$ cat config.mk
export PLATFORM = sky130hd
export DESIGN_NAME = conv_mac_flat
export DESIGN_NICKNAME = d
export VERILOG_FILES = /design/src/rtl/conv_pkg.sv /design/src/rtl/conv_mac_if.sv /design/src/rtl/conv_post.sv /design/src/rtl/conv_mac.sv /design/src/flat_wrapper.sv
export SDC_FILE = /design/constraint.sdc
export NUM_CORES = 1
export LEC_CHECK = 0
export BUFFER_PORTS_ARGS = -buffer_cell sky130_fd_sc_hd__buf_2
export CORE_AREA = 2 2 161 100
export CTS_CLUSTER_DIAMETER = 30
export DETAILED_ROUTE_END_ITERATION = 16
export DIE_AREA = 0 0 163 102
export PLACE_DENSITY = 0.74
export REMOVE_ABC_BUFFERS = 1
export SLEW_MARGIN = 20
export SYNTH_ARGS = -nofsm -noshare
export SYNTH_HDL_FRONTEND = slang
export SYNTH_SLANG_ARGS = --single-unit
$ cat constraint.sdc
create_clock -name clk -period 16.7 [get_ports clk]
set_input_delay 4.175 -clock clk [delete_from_list [all_inputs] [get_ports clk]]
set_output_delay 4.175 -clock clk [all_outputs]
set_load 0.01 [all_outputs]
$ cat src/rtl/conv_pkg.sv
// Shared widths and result saturation limits for the convolution datapath.
// Used by the MAC stage and the pooling stage.
package conv_pkg;

  localparam int DATA_WIDTH_DEF      = 8;
  localparam int ACC_WIDTH_DEF       = 20;
  localparam int RSLT_DATA_WIDTH_DEF = 8;
  localparam int RSLT_ADDR_WIDTH_DEF = 8;
  localparam int SHIFT_WIDTH_DEF     = 4;
  localparam int CNT_WIDTH_DEF       = 16;

  // Largest and smallest values of a signed word that is 'width' bits wide.
  function automatic longint sat_max(input int width);
    return (longint'(1) <<< (width - 1)) - 1;
  endfunction

  function automatic longint sat_min(input int width);
    return -(longint'(1) <<< (width - 1));
  endfunction

  localparam longint RSLT_MAX_DEF = sat_max(RSLT_DATA_WIDTH_DEF);
  localparam longint RSLT_MIN_DEF = sat_min(RSLT_DATA_WIDTH_DEF);

endpackage

$ cat src/rtl/conv_mac_if.sv
// Signal bundle between the AGU and memories on one side and conv_mac on the other.
// The master side drives taps and config. The slave side returns result writes and status.
interface conv_mac_if #(
  parameter int DATA_WIDTH      = conv_pkg::DATA_WIDTH_DEF,
  parameter int RSLT_DATA_WIDTH = conv_pkg::RSLT_DATA_WIDTH_DEF,
  parameter int RSLT_ADDR_WIDTH = conv_pkg::RSLT_ADDR_WIDTH_DEF,
  parameter int SHIFT_WIDTH     = conv_pkg::SHIFT_WIDTH_DEF,
  parameter int CNT_WIDTH       = conv_pkg::CNT_WIDTH_DEF
) ();

  logic                              start;
  logic                              in_valid;
  logic                              in_last;
  logic        [RSLT_ADDR_WIDTH-1:0] in_result_addr;
  logic signed [DATA_WIDTH-1:0]      img_data;
  logic signed [DATA_WIDTH-1:0]      kern_data;
  logic                              relu_en;
  logic        [SHIFT_WIDTH-1:0]     out_shift;

  logic                              rslt_we;
  logic        [RSLT_ADDR_WIDTH-1:0] rslt_addr;
  logic signed [RSLT_DATA_WIDTH-1:0] rslt_data;
  logic        [CNT_WIDTH-1:0]       rslt_count;
  logic                              busy;

  modport master (
    output start, in_valid, in_last, in_result_addr, img_data, kern_data, relu_en, out_shift,
    input  rslt_we, rslt_addr, rslt_data, rslt_count, busy
  );

  modport slave (
    input  start, in_valid, in_last, in_result_addr, img_data, kern_data, relu_en, out_shift,
    output rslt_we, rslt_addr, rslt_data, rslt_count, busy
  );

endinterface

$ cat src/rtl/conv_post.sv
// Result post-processing: arithmetic right shift, optional ReLU, then saturation
// to the signed result width. Purely combinational.
module conv_post
  import conv_pkg::*;
#(
  parameter int ACC_WIDTH       = ACC_WIDTH_DEF,
  parameter int RSLT_DATA_WIDTH = RSLT_DATA_WIDTH_DEF,
  parameter int SHIFT_WIDTH     = SHIFT_WIDTH_DEF
) (
  input  logic signed [ACC_WIDTH-1:0]       sum,
  input  logic        [SHIFT_WIDTH-1:0]     shift,
  input  logic                              relu_en,
  output logic signed [RSLT_DATA_WIDTH-1:0] result
);

  localparam logic signed [ACC_WIDTH-1:0] SAT_HI = ACC_WIDTH'(sat_max(RSLT_DATA_WIDTH));
  localparam logic signed [ACC_WIDTH-1:0] SAT_LO = ACC_WIDTH'(sat_min(RSLT_DATA_WIDTH));

  logic signed [ACC_WIDTH-1:0] shifted;
  logic signed [ACC_WIDTH-1:0] clamped;

  always_comb begin
    shifted = sum >>> shift;
    clamped = (relu_en && shifted[ACC_WIDTH-1]) ? '0 : shifted;
    if (clamped > SAT_HI) begin
      result = SAT_HI[RSLT_DATA_WIDTH-1:0];
    end else if (clamped < SAT_LO) begin
      result = SAT_LO[RSLT_DATA_WIDTH-1:0];
    end else begin
      result = clamped[RSLT_DATA_WIDTH-1:0];
    end
  end

endmodule

$ cat src/rtl/conv_mac.sv
// Convolution multiply-accumulate stage: registers AGU tap markers, multiplies the
// memory read data a cycle later, accumulates each window and writes one result.
module conv_mac
  import conv_pkg::*;
#(
  parameter int DATA_WIDTH      = DATA_WIDTH_DEF,
  parameter int ACC_WIDTH       = ACC_WIDTH_DEF,
  parameter int RSLT_DATA_WIDTH = RSLT_DATA_WIDTH_DEF,
  parameter int RSLT_ADDR_WIDTH = RSLT_ADDR_WIDTH_DEF,
  parameter int SHIFT_WIDTH     = SHIFT_WIDTH_DEF,
  parameter int CNT_WIDTH       = CNT_WIDTH_DEF
) (
  input  logic       clk,
  input  logic       reset,
  conv_mac_if.slave  bus
);

  logic                              s1_valid_reg;
  logic                              s1_last_reg;
  logic        [RSLT_ADDR_WIDTH-1:0] s1_addr_reg;

  logic                              s2_valid_reg;
  logic                              s2_last_reg;
  logic        [RSLT_ADDR_WIDTH-1:0] s2_addr_reg;
  logic signed [ACC_WIDTH-1:0]       s2_prod_reg;

  logic signed [ACC_WIDTH-1:0]       acc_reg;
  logic                              first_reg;

  logic                              rslt_we_reg;
  logic        [RSLT_ADDR_WIDTH-1:0] rslt_addr_reg;
  logic signed [RSLT_DATA_WIDTH-1:0] rslt_data_reg;
  logic        [CNT_WIDTH-1:0]       rslt_count_reg;

  logic signed [2*DATA_WIDTH-1:0]    prod_full;
  logic signed [ACC_WIDTH-1:0]       prod_ext;
  logic signed [ACC_WIDTH-1:0]       acc_next;
  logic signed [RSLT_DATA_WIDTH-1:0] post_result;

  // Memory data arrives one cycle after the tap strobe, i.e. alongside S1.
  always_comb begin
    prod_full = bus.img_data * bus.kern_data;
    prod_ext  = ACC_WIDTH'(prod_full);
    acc_next  = (first_reg ? '0 : acc_reg) + s2_prod_reg;
  end

  conv_post #(
    .ACC_WIDTH       (ACC_WIDTH),
    .RSLT_DATA_WIDTH (RSLT_DATA_WIDTH),
    .SHIFT_WIDTH     (SHIFT_WIDTH)
  ) u_post (
    .sum     (acc_next),
    .shift   (bus.out_shift),
    .relu_en (bus.relu_en),
    .result  (post_result)
  );

  always_ff @(posedge clk) begin
    // start clears everything reset does; an in_valid coinciding with start is dropped.
    if (reset || bus.start) begin
      s1_valid_reg   <= 1'b0;
      s1_last_reg    <= 1'b0;
      s1_addr_reg    <= '0;
      s2_valid_reg   <= 1'b0;
      s2_last_reg    <= 1'b0;
      s2_addr_reg    <= '0;
      s2_prod_reg    <= '0;
      acc_reg        <= '0;
      first_reg      <= 1'b1;
      rslt_we_reg    <= 1'b0;
      rslt_addr_reg  <= '0;
      rslt_data_reg  <= '0;
      rslt_count_reg <= '0;
    end else begin
      s1_valid_reg <= bus.in_valid;
      s1_last_reg  <= bus.in_valid & bus.in_last;
      s1_addr_reg  <= bus.in_result_addr;

      s2_valid_reg <= s1_valid_reg;
      s2_last_reg  <= s1_last_reg;
      s2_addr_reg  <= s1_addr_reg;
      s2_prod_reg  <= prod_ext;

      // Bubbles leave the partial sum and first flag untouched.
      if (s2_valid_reg) begin
        acc_reg   <= acc_next;
        first_reg <= s2_last_reg;
      end

      rslt_we_reg <= s2_valid_reg & s2_last_reg;
      if (s2_valid_reg && s2_last_reg) begin
        rslt_addr_reg  <= s2_addr_reg;
        rslt_data_reg  <= post_result;
        rslt_count_reg <= rslt_count_reg + CNT_WIDTH'(1);
      end
    end
  end

  assign bus.rslt_we    = rslt_we_reg;
  assign bus.rslt_addr  = rslt_addr_reg;
  assign bus.rslt_data  = rslt_data_reg;
  assign bus.rslt_count = rslt_count_reg;
  assign bus.busy       = s1_valid_reg | s2_valid_reg | rslt_we_reg | ~first_reg;

endmodule

$ cat src/flat_wrapper.sv
// flat-port wrapper written by rule: the top's interface ports become plain ports
module conv_mac_flat import conv_pkg::*;
#(
  parameter int DATA_WIDTH      = DATA_WIDTH_DEF,
  parameter int ACC_WIDTH       = ACC_WIDTH_DEF,
  parameter int RSLT_DATA_WIDTH = RSLT_DATA_WIDTH_DEF,
  parameter int RSLT_ADDR_WIDTH = RSLT_ADDR_WIDTH_DEF,
  parameter int SHIFT_WIDTH     = SHIFT_WIDTH_DEF,
  parameter int CNT_WIDTH       = CNT_WIDTH_DEF
)
  (clk, reset, bus_start, bus_in_valid, bus_in_last, bus_in_result_addr, bus_img_data, bus_kern_data, bus_relu_en, bus_out_shift, bus_rslt_we, bus_rslt_addr, bus_rslt_data, bus_rslt_count, bus_busy);
  conv_mac_if #(.DATA_WIDTH(DATA_WIDTH), .RSLT_DATA_WIDTH(RSLT_DATA_WIDTH), .RSLT_ADDR_WIDTH(RSLT_ADDR_WIDTH), .SHIFT_WIDTH(SHIFT_WIDTH), .CNT_WIDTH(CNT_WIDTH)) bus_i ();
  input  logic clk;
  input  logic reset;
  input wire logic [$bits(bus_i.start)-1:0] bus_start;
  input wire logic [$bits(bus_i.in_valid)-1:0] bus_in_valid;
  input wire logic [$bits(bus_i.in_last)-1:0] bus_in_last;
  input wire logic [$bits(bus_i.in_result_addr)-1:0] bus_in_result_addr;
  input wire logic [$bits(bus_i.img_data)-1:0] bus_img_data;
  input wire logic [$bits(bus_i.kern_data)-1:0] bus_kern_data;
  input wire logic [$bits(bus_i.relu_en)-1:0] bus_relu_en;
  input wire logic [$bits(bus_i.out_shift)-1:0] bus_out_shift;
  output wire logic [$bits(bus_i.rslt_we)-1:0] bus_rslt_we;
  output wire logic [$bits(bus_i.rslt_addr)-1:0] bus_rslt_addr;
  output wire logic [$bits(bus_i.rslt_data)-1:0] bus_rslt_data;
  output wire logic [$bits(bus_i.rslt_count)-1:0] bus_rslt_count;
  output wire logic [$bits(bus_i.busy)-1:0] bus_busy;
  assign bus_i.start = bus_start;
  assign bus_i.in_valid = bus_in_valid;
  assign bus_i.in_last = bus_in_last;
  assign bus_i.in_result_addr = bus_in_result_addr;
  assign bus_i.img_data = bus_img_data;
  assign bus_i.kern_data = bus_kern_data;
  assign bus_i.relu_en = bus_relu_en;
  assign bus_i.out_shift = bus_out_shift;
  assign bus_rslt_we = bus_i.rslt_we;
  assign bus_rslt_addr = bus_i.rslt_addr;
  assign bus_rslt_data = bus_i.rslt_data;
  assign bus_rslt_count = bus_i.rslt_count;
  assign bus_busy = bus_i.busy;
  conv_mac #(.DATA_WIDTH(DATA_WIDTH), .ACC_WIDTH(ACC_WIDTH), .RSLT_DATA_WIDTH(RSLT_DATA_WIDTH), .RSLT_ADDR_WIDTH(RSLT_ADDR_WIDTH), .SHIFT_WIDTH(SHIFT_WIDTH), .CNT_WIDTH(CNT_WIDTH)) u_core (.clk(clk), .reset(reset), .bus(bus_i));
endmodule
==> Word level (Yosys, flattened, before mapping) <==
Index checks and enable logic that the tools add are counted.
{ "totals": {"reg_bits": 90, "inputBits": 34, "word_cells": 32} }
{ "classes": {"n_addsub": 2, "n_mul": 1, "n_lt_le_gt_ge": 2, "shifts": 1, "n_mux": 4, "bitwise_logic": 6, "reduce_logical": 3} }
{ "ops": {"columns": ["operator", "count"], "rows": [
  ["$mux W20", 2],
  ["$add A20 B20 Y20", 1],
  ["$gt A20 B8 Y1 const B", 1],
  ["$lt A20 B8 Y1 const B", 1],
  ["$sshr A20 B4 Y20", 1],
  ["$add A16 B1 Y16 const B", 1],
  ["$mul A8 B8 Y16", 1],
  ["$mux W8", 2],
  ["$or A1 B1 Y1", 3],
  ["$and A1 B1 Y1", 2],
  ["$logic_and A1 B1 Y1", 2],
  ["$logic_or A1 B1 Y1", 1],
  ["$not A1 Y1", 1]
]} }

==> Logic depth before layout (Yosys ltp) <==
Gate-level depths: netlist (run 1).
{ "logic_depth": {"ltp_word": 8, "mapped_depth": 21, "ltp_nobuf": 21} }

==> Modules after synthesis <==
A second synthesis (run 1) with hierarchy kept.
{ "hier_totals": {"hier_cells": 864, "hier_area_um2": 7622.3} }
{ "modules_own_cells": {"columns": ["module", "instances", "cells_per_inst", "area_per_inst_um2", "seq_area_each_um2"], "rows": [
  ["conv_mac", 1, 736, 6560.0, 1801.7],
  ["conv_post", 1, 128, 1062.3, 0.0]
]} }

==> Worst setup path after synthesis (run 1) <==
No wires, ideal clock.
{ "synth_path": {"path_type": "input to register", "start": "in bus_kern_data[6]", "end": "reg, netlist name u_core.s2_prod_reg[15]", "arrival_ns": 8.185, "required_time_ns": 16.572, "setup_slack_ns": 8.387, "path_stages": 18, "n_path_buf": 1, "cell_sequence": "clkbuf_1 -> nand2_1 -> fa_1 -> fa_1 -> inv_1 -> fa_1 -> fa_1 -> ha_1 -> inv_1 -> o21ai_0 -> a21oi_1 -> o21ai_0 -> a21oi_1 -> nor2b_1 -> o21a_1 -> o41ai_1 -> xnor2_1 -> nor2_1"} }
{ "synth_via": {"elab_chain_len": 1} }
{ "synth_lines": {"columns": ["element", "line", "rtl"], "rows": [
  ["from (decl)", "flat_wrapper.sv:20", "input wire logic [$bits(bus_i.kern_data)-1:0] bus_kern_data;"],
  ["$mul A8 B8 Y16", "conv_mac.sv:42", "prod_full = bus.img_data * bus.kern_data;"]
]} }
Every way passes these cells.
A chain may end at the register's enable or synchronous reset.

==> Worst setup path after layout (run 1) <==
{ "layout_path": {"start": "in bus_kern_data[7]", "end": "reg, netlist name u_core.s2_prod_reg[15]"} }
{ "layout_via": {"elab_chain_len": 1} }
{ "layout_lines": {"columns": ["element", "line"], "rows": [
  ["$mul A8 B8 Y16", "conv_mac.sv:42"]
]} }
Every way passes these cells.

==> summary.md, run 1 <==
| Metric | Value |
|---|---|
| Via density | 5.75 |
| Cell taking the most area after synthesis | dfxtp_1 |
| Cells resized by post-CTS repair | 0 |
| Tcrit/Tclk final | about half |
| Status | completed |
| Worst-margin pin slew | between 0.8 and 0.9 ns |
| Crit-path max FO | 9 |
| Clk Latency, worst-skew pair | 0.35 ns |
| Drt first pass iters | 5 |
| Crit-path leading delay family | adder cells |
| DP Cell Count | 1157 |
| WL final | 19100 µm |
| Seq cells post-synth | 90 |
| Total gr overflow | 0 |
| Number of global-route vias before repair | between 6k and 7k |
| Final Max Tran Viols | 0 |
| Worst path cell trace | buf_2, nand2b_1, fa_1, fa_1, inv_1, fa_1, fa_1, ha_1, inv_1, o21ai_0, a21oi_1, o21ai_0, a21oi_1, nor2b_1, o21a_1, o41ai_1, xnor2_1, nor2_1 |
| Synth top area cells | dfxtp_1 (22%), fa_1 (14%), ha_1 (7.5%) |
| Via count | slightly below 7k |
| Die area | ~17000 µm² |
| Inserted Clock Buffers | 9 |
| Max stage delay on crit path | 0.57 ns |
| Io pins | 68 |
| F_max | 120 MHz |
| Layout cells sized above 1 | ~15% |
| CTS tree | yes |
| Worst setup SP type | primary input |
| Final setup viols | 0 |
| Hold Path Class | reg2reg |
| Unrepaired setup endpoints after global routing | no |
| GRT Total Usage | between 20% and 30% |
| Max Cap Violations | 0 |
| Starting density of the core | a little over half |
| Post-CTS Setup Bufs | 0 |
| Seq/Total Area, Yosys | 21.9% |
| Max-slew headroom | about two fifths |
| Largest register FFs | 20 |
| Crit Path Class | in2reg |
| Top cell type's share of synthesized area | a little over a fifth |
| Critical Path Most Common Cell | fa_1 |
| Initial antenna violation count | 0 |
| Die width | approximately 160 µm |
| First-pass GRT wire length | 32500 µm |
| Peak supply drop | ~0.07 mV |
| Cts-stage hold buffer count | 0 |
| Wirelength per Cell | between 15 and 20 µm |
| P_leak | about 0.0038 µW |
| DRC | 0 |
| Post-route antenna net violation count | 0 |
| DR iter-0 viols | 557 |
| Largest net degree at the start of global routing | 60 |
| Synth cell types | 88 |
| Site Rows | 35 |
| Synth Flop Type | dfxtp_1 |
| Final net count | around 1.1k |
| WP buf/inv | 3 |
| Final hold vios | 0 |
| Tot Pwr | around 840 µW |
| Power per cell area | ~95 nW/µm² |
| Data arrival time of the worst path | ~8.6 ns |
| Clk root buf | clkbuf_16 |
| Mapped Cells | 928 |
| Dpl hpwl | about 15000 µm |
| Worst Path Required | 16.92 ns |
| Clk slew on worst S/H paths | 0.08 ns |
| P&R area growth vs syn | 7.64% |
| CTS sink cnt | 90 |
| Fin Setup TNS | 0 ns |
| CTS max path bufs | 2 |
| Post-Route Skew | between 0.009 and 0.01 ns |
| # H-tree levels | 3 |
| Post-synth EDFFs | 0 |
| CP max stage cell | fa_1 |
| Inserted Diodes | 0 |
| Post-Layout Cell Count | 1173 |
| Placer congestion estimate | 0.955 |
| Crit path time final | approximately 8.4 ns |
| Mean Syn Cell Area | 8.86 µm² |
| Die height | 102 µm |
| CP endpoint kind | register |
| Core Box Area | 15100 µm² |
| Ys Warns | 0 |
| Post-synth ARST share | 0% |
| Port-buffer cells | 67 |
| Syn Std Cell Area | just over 8000 µm² |
-- synthesized netlist by cell type, drive strengths merged (6+ instances only) --
| cell | number |
|---|---|
| dfxtp | 90 |
| nand2 | 86 |
| nor2 | 76 |
| inv | 71 |
| and2 | 65 |
| a21oi | 57 |
| fa | 56 |
| ha | 49 |
| clkbuf | 31 |
| o21ai | 28 |
| mux2i | 27 |
| nor2b | 26 |
| xnor2 | 24 |
| xor2 | 19 |
| a211oi | 18 |
| nor3 | 18 |
| nand2b | 16 |
| nand3 | 16 |
| a21o | 14 |
| buf | 14 |
| nor4 | 10 |
| a31oi | 9 |
| and3 | 9 |
| o21a | 9 |
| mux4 | 7 |
| or3 | 7 |
| nand4 | 6 |
-- cell type report --
cell class                      instances  area (µm²)
Clock buffer                            9         225
Clock inverter                          7        76.3
Fill cell                            1374        6260
Inverter                               72         270
Multi-Input combinational cell        721        5860
Sequential cell                        90        1800
Tap cell                              203         254
Timing Repair Buffer                   71         365
-- stage by stage --
| step | area (µm²) | setup WS [ns] | hold WS (ns) | util (%) |
|---|---|---|---|---|
| after floorplan | 7920 | 8.50 | 0.406 | - |
| after global placement | 8540 | 8.13 | 0.408 | 56.5 |
| after detailed placement | 8540 | 7.97 | 0.411 | 56.5 |
| after CTS | 8840 | 8.33 | 0.429 | 58.5 |
| after global routing | 8850 | 8.01 | 0.447 | 58.6 |
| final | 8850 | 8.34 | 0.427 | 58.6 |
-- logic make-up after synthesis --
kind of cell | Yosys count | share of synthesized area [%]
muxes | 38 | 5.80
and+or+nand+nor | 346 | 22.3
buffers and inverters | 117 | 6.94
adders and majority gates | 105 | 21.1
AOI/OAI and AO/OA | 189 | 17.1
DFF | 90 | 21.9
xor gates and xnor gates | 43 | 4.81
-- power by group --
group	internal (µW)	switching, µW
Clock	107	102
Sequential	225	4.55
Combinational	176	229
-- worst paths after layout --
| check | cells after the start | slack [ns] | from | end |
|---|---|---|---|---|
| worst min register to register | 1 | 0.43 | u_core.s1_addr_reg[1] | u_core.s2_addr_reg[1] |
| worst max-delay path | 18 | 8.34 | bus_kern_data[7] | u_core.s2_prod_reg[15] |
| worst max register to register | 13 | 11.71 | u_core.first_reg | u_core.bus.rslt_data[6] |
| worst min-delay path | 1 | 0.43 | u_core.s1_addr_reg[1] | u_core.s2_addr_reg[1] |
-- placed cells by master, fill, tap and decap left out, types with 14 or more instances in the layout --
cell	instances
xnor2_1	23
nor2_1	75
nor2b_1	26
o21ai_0	20
nand2_1	84
a211oi_1	16
a21oi_1	50
buf_2	67
nor3_1	17
inv_1	71
mux2i_1	27
and2_1	64
dfxtp_1	90
xor2_1	18
ha_1	49
nand3_1	14
nand2b_1	16
fa_1	56
-- worst register-to-register path: stages, from the launching register on --
cell and delay (ns):
dfxtp_1 0.90, nor2b_1 0.12, ha_1 0.56, nand4_1 0.15, o221ai_1 0.48, nand2_1 0.16, a31oi_2 0.41, xor2_2 0.31
mux2i_1 0.29, o211ai_1 0.13, or4_4 0.55, nor4b_4 0.44, nor2_1 0.08, o311ai_1 0.31
-- routing by layer --
metal	global-route usage (%)	part of all wire, %
met1	38.2	52
met2	34.0	39
met3	6.25	8.8
met4	4.36	0.73
met5	0	0
Power figures use the tool's default switching activity.
==> inputs of run 2 (changes only) <==
--- a/config.mk
+++ b/config.mk
@@ -5,12 +5,13 @@
 export SDC_FILE = /design/constraint.sdc
 export NUM_CORES = 1
 export LEC_CHECK = 0
+export ABC_AREA = 1
 export BUFFER_PORTS_ARGS = -buffer_cell sky130_fd_sc_hd__buf_2
-export CORE_AREA = 2 2 161 100
+export CORE_AREA = 2 2 158 98
 export CTS_CLUSTER_DIAMETER = 30
 export DETAILED_ROUTE_END_ITERATION = 16
-export DIE_AREA = 0 0 163 102
-export PLACE_DENSITY = 0.74
+export DIE_AREA = 0 0 160 100
+export PLACE_DENSITY = 0.77
 export REMOVE_ABC_BUFFERS = 1
 export SLEW_MARGIN = 20
 export SYNTH_ARGS = -nofsm -noshare
==> constraint.sdc (replaced) <==
create_clock -name clk -period 7.5 [get_ports clk]
set_input_delay 1.875 -clock clk [delete_from_list [all_inputs] [get_ports clk]]
set_output_delay 1.875 -clock clk [all_outputs]
set_load 0.01 [all_outputs]
==> run 2 against run 1 <==
Clock power rose by 130%; non-clock buffer count fell by 2; synthesized area fell by 3.7%; first-iteration DRC count rose by 12%; via count rose by 8.3%; wire length fell by 5.8%; clock-buffer cell count did not move; final area fell by 2.0%; clock skew rose by 0.00075 ns; hold slack got worse by 0.026 ns; register-to-register slack got worse by 8.2 ns; die area fell by 3.8%; critical path type unchanged.
==> summary.md, run 2 <==
| Metric | Value |
|---|---|
| Number of global-route vias before repair | 6742 (was 6441) |
| Max Cap Violations | 0 (unchanged) |
| First-pass GRT wire length | 31700 µm (was 32500 µm) |
| Clk root buf | clkbuf_16 (unchanged) |
| Die width | 160 µm (was 163 µm) |
| Top cell type's share of synthesized area | 22.7% (was 21.9%) |
| Hold WS | 0.401 ns (was 0.427 ns) |
| Crit-path max FO | 8 (was 9) |
| Filler instances | 1443 (was 1374) |
| Fin Setup TNS | 0 ns (unchanged) |
| Seq/Total Area, Yosys | 22.7% (was 21.9%) |
| Final hold vios | 0 (unchanged) |
| WL final | 18000 µm (was 19100 µm) |
| Syn Std Cell Area | 7920 µm² (was 8220 µm²) |
| Layout cells sized above 1 | 9.34% (was 15.1%) |
| Max-slew headroom | 32.9% (was 41.0%) |
| Cells resized by post-CTS repair | 0 (unchanged) |
| Worst-margin pin slew | 1.01 ns (was 0.885 ns) |
| Wirelength per Cell | 12.4 µm (was 16.3 µm) |
| Largest net degree at the start of global routing | 48 (was 60) |
| CTS sink cnt | 90 (unchanged) |
| Dpl ws | 1.09 ns (was 7.97 ns) |
| Seq. cell area | 1800 µm² (unchanged) |
| P_leak | 0.00479 µW (was 0.00381 µW) |
| Inserted Clock Buffers | 9 (unchanged) |
| Mapped Cells | 1201 (was 928) |
| Final Max Tran Viols | 0 (unchanged) |
| Final net count | 1376 (was 1104) |
| CP endpoint kind | register (unchanged) |
| Post-synth EDFFs | 0 (unchanged) |
| Clk slew on worst S/H paths | 0.07 ns (was 0.08 ns) |
| Die area | 16000 µm² (was 16600 µm²) |
| Mean Syn Cell Area | 6.59 µm² (was 8.86 µm²) |
| Synth cell types | 41 (was 88) |
| DRC | 0 (unchanged) |
| Total gr overflow | 0 (unchanged) |
| DR iter-0 viols | 624 (was 557) |
| Cts-stage hold buffer count | 0 (unchanged) |
| Power per cell area | 204 nW/µm² (was 95.4 nW/µm²) |
| Worst setup SP type | primary input (unchanged) |
| Io pins | 68 (unchanged) |
| CTS tree | yes (unchanged) |
| Dpl hpwl | 14400 µm (was 15000 µm) |
| DP Cell Count | 1429 (was 1157) |
| Crit Path Class | in2reg (unchanged) |
| F_max | between 150 and 200 MHz |
| Clk Latency, worst-skew pair | 0.35 ns (about the same) |
| # H-tree levels | 3 (unchanged) |
| Unrepaired setup endpoints after global routing | no (unchanged) |
| Commonest non-fill, non-tap cells in the layout | nand2_1 (291), inv_1 (248), nand3_1 (116), nor2_1 (110), dfxtp_1 (90) (was dfxtp_1 (90), nand2_1 (84), nor2_1 (75), inv_1 (71), buf_2 (67)) |
| Final core occ | 58.6% (about the same) |
| Hold Path Class | reg2reg (unchanged) |
| Drt first pass iters | 5 (unchanged) |
| Largest register FFs | 20 (unchanged) |
| Commonest non-fill, non-tap cell in the layout | nand2_1 (was dfxtp_1) |
| CTS max path bufs | 2 (unchanged) |
| Inserted Diodes | 0 (unchanged) |
| Synth top area cells | dfxtp_1 (23%), fa_1 (14%), nand2_1 (14%) (was dfxtp_1 (22%), fa_1 (14%), ha_1 (7.5%)) |
| Leading cell types by count after synthesis | nand2_1 (291), inv_1 (248), nand3_1 (116) (was dfxtp_1 (90), nand2_1 (84), nor2_1 (75)) |
| PnR worst setup slack | 1.43 ns (was 8.34 ns) |
| Tcrit/Tclk final | 80.9% |
| Peak supply drop | 0.0980 mV (was 0.0707 mV) |
| Status | completed (unchanged) |
| Post-route antenna net violation count | 0 (unchanged) |
| Post-CTS Setup Bufs | 0 (unchanged) |
| Site Rows | 35 (unchanged) |
| Via density | 5.06 (was 5.75) |
| Crit path time final | 6.07 ns |
| Worst Path Required | 7.72 ns (was 16.92 ns) |
| Synth Flop Type | dfxtp_1 (unchanged) |
| GRT Total Usage | 24.0% (was 24.5%) |
| Port-buffer cells | 67 (unchanged) |
| Initial antenna violation count | 0 (unchanged) |
| Most frequent cell after synthesis | nand2_1 (was dfxtp_1) |
| Post-Route Skew | 0.00990 ns (was 0.00916 ns) |
| Via count | 7310 (was 6750) |
| Ys Warns | 0 (unchanged) |
| Placer congestion estimate | 0.952 (was 0.955) |
| Seq cells post-synth | 90 (unchanged) |
| Final setup viols | 0 (unchanged) |
| Post-Layout Cell Count | 1445 (was 1173) |
| Core Box Area | 14800 µm² (was 15100 µm²) |
| Area occupied by multi-input gates | 4990 µm² (was 5860 µm²) |
| Starting density of the core | 53.5% (was 54.4%) |
| Data arrival time of the worst path | 6.29 ns (was 8.58 ns) |
| Cell taking the most area after synthesis | dfxtp_1 (unchanged) |
| Die height | 100 µm (was 102 µm) |
| P&R area growth vs syn | 9.49% (was 7.64%) |
| Post-synth ARST share | 0% (unchanged) |
run 2: cell types whose count changed after synthesis, sizes merged, moves of 20 or more:
cell,delta
and2,-62
inv,+181
mux2i,-26
nand2,+215
nand3,+100
nor2,+38
nor2b,-26
xnor2,-20
run 2: metal layers:
layer  routed length, µm  global-route usage, %
met3                1510                   5.00
met4                 169                   4.85
met5                   0                      0
met2                7040                   34.6
met1                9260                   36.9
run 2: cells by family after synthesis:
group,Yosys count,synth area share (%)
multiplexers,1,0.126
XOR/XNOR,15,1.66
AND/OR/NAND/NOR,564,30.3
buffers and inverters,299,14.3
adder cells (fa/ha/maj),105,21.9
flip-flops,90,22.7
AO/OA/AOI/OAI,127,9.00
run 2: metrics by stage:
step / power (µW) / instance area, µm²
final: 1770 / 8670
after global routing: 1930 / 8670
after CTS: 1780 / 8670
after detailed placement: 1290 / 8350
after global placement: 1270 / 8350
after floorplan: 1120 / 7750
run 2: power breakdown:
| part | switching [µW] | internal, µW | total, µW | leakage (µW) |
|---|---|---|---|---|
| combinational | 473 | 299 | 772 | 0.00390 |
| sequential | 11.2 | 502 | 513 | 0.000729 |
| clock | 214 | 268 | 482 | 0.000156 |
run 2: cell type report:
class,instances,area share [%]
multi-input combinational,812,57.6
tap,203,2.93
sequential,90,20.8
clock inverter,7,1.07
clock buffer,9,2.60
inverter,255,11.0
timing repair buffer,69,4.04
run 2: path summary, 6_finish.rpt:
kind	end	start	depth (start not counted)	slack, ns
max	u_core.s2_prod_reg[15]	bus_kern_data[7]	20	1.43
min	u_core.s2_addr_reg[0]	u_core.s1_addr_reg[0]	2	0.40
max reg2reg	u_core.bus.rslt_data[3]	u_core.first_reg	23	3.53
min reg2reg	u_core.s2_addr_reg[0]	u_core.s1_addr_reg[0]	2	0.40
run 2: critical path, cell delays in order:
cell	delay, ns
buf_2	0.11
inv_1	0.11
or2_2	0.32
fa_1	0.53
inv_1	0.05
fa_1	0.50
fa_1	0.52
fa_1	0.49
ha_1	0.34
nand2_1	0.05
o21ai_0	0.32
nand3_1	0.16
a21boi_0	0.26
nor2_1	0.07
o21bai_1	0.20
nand2_1	0.08
nand2_1	0.06
a21oi_1	0.06
xor2_1	0.13
nor2_1	0.05
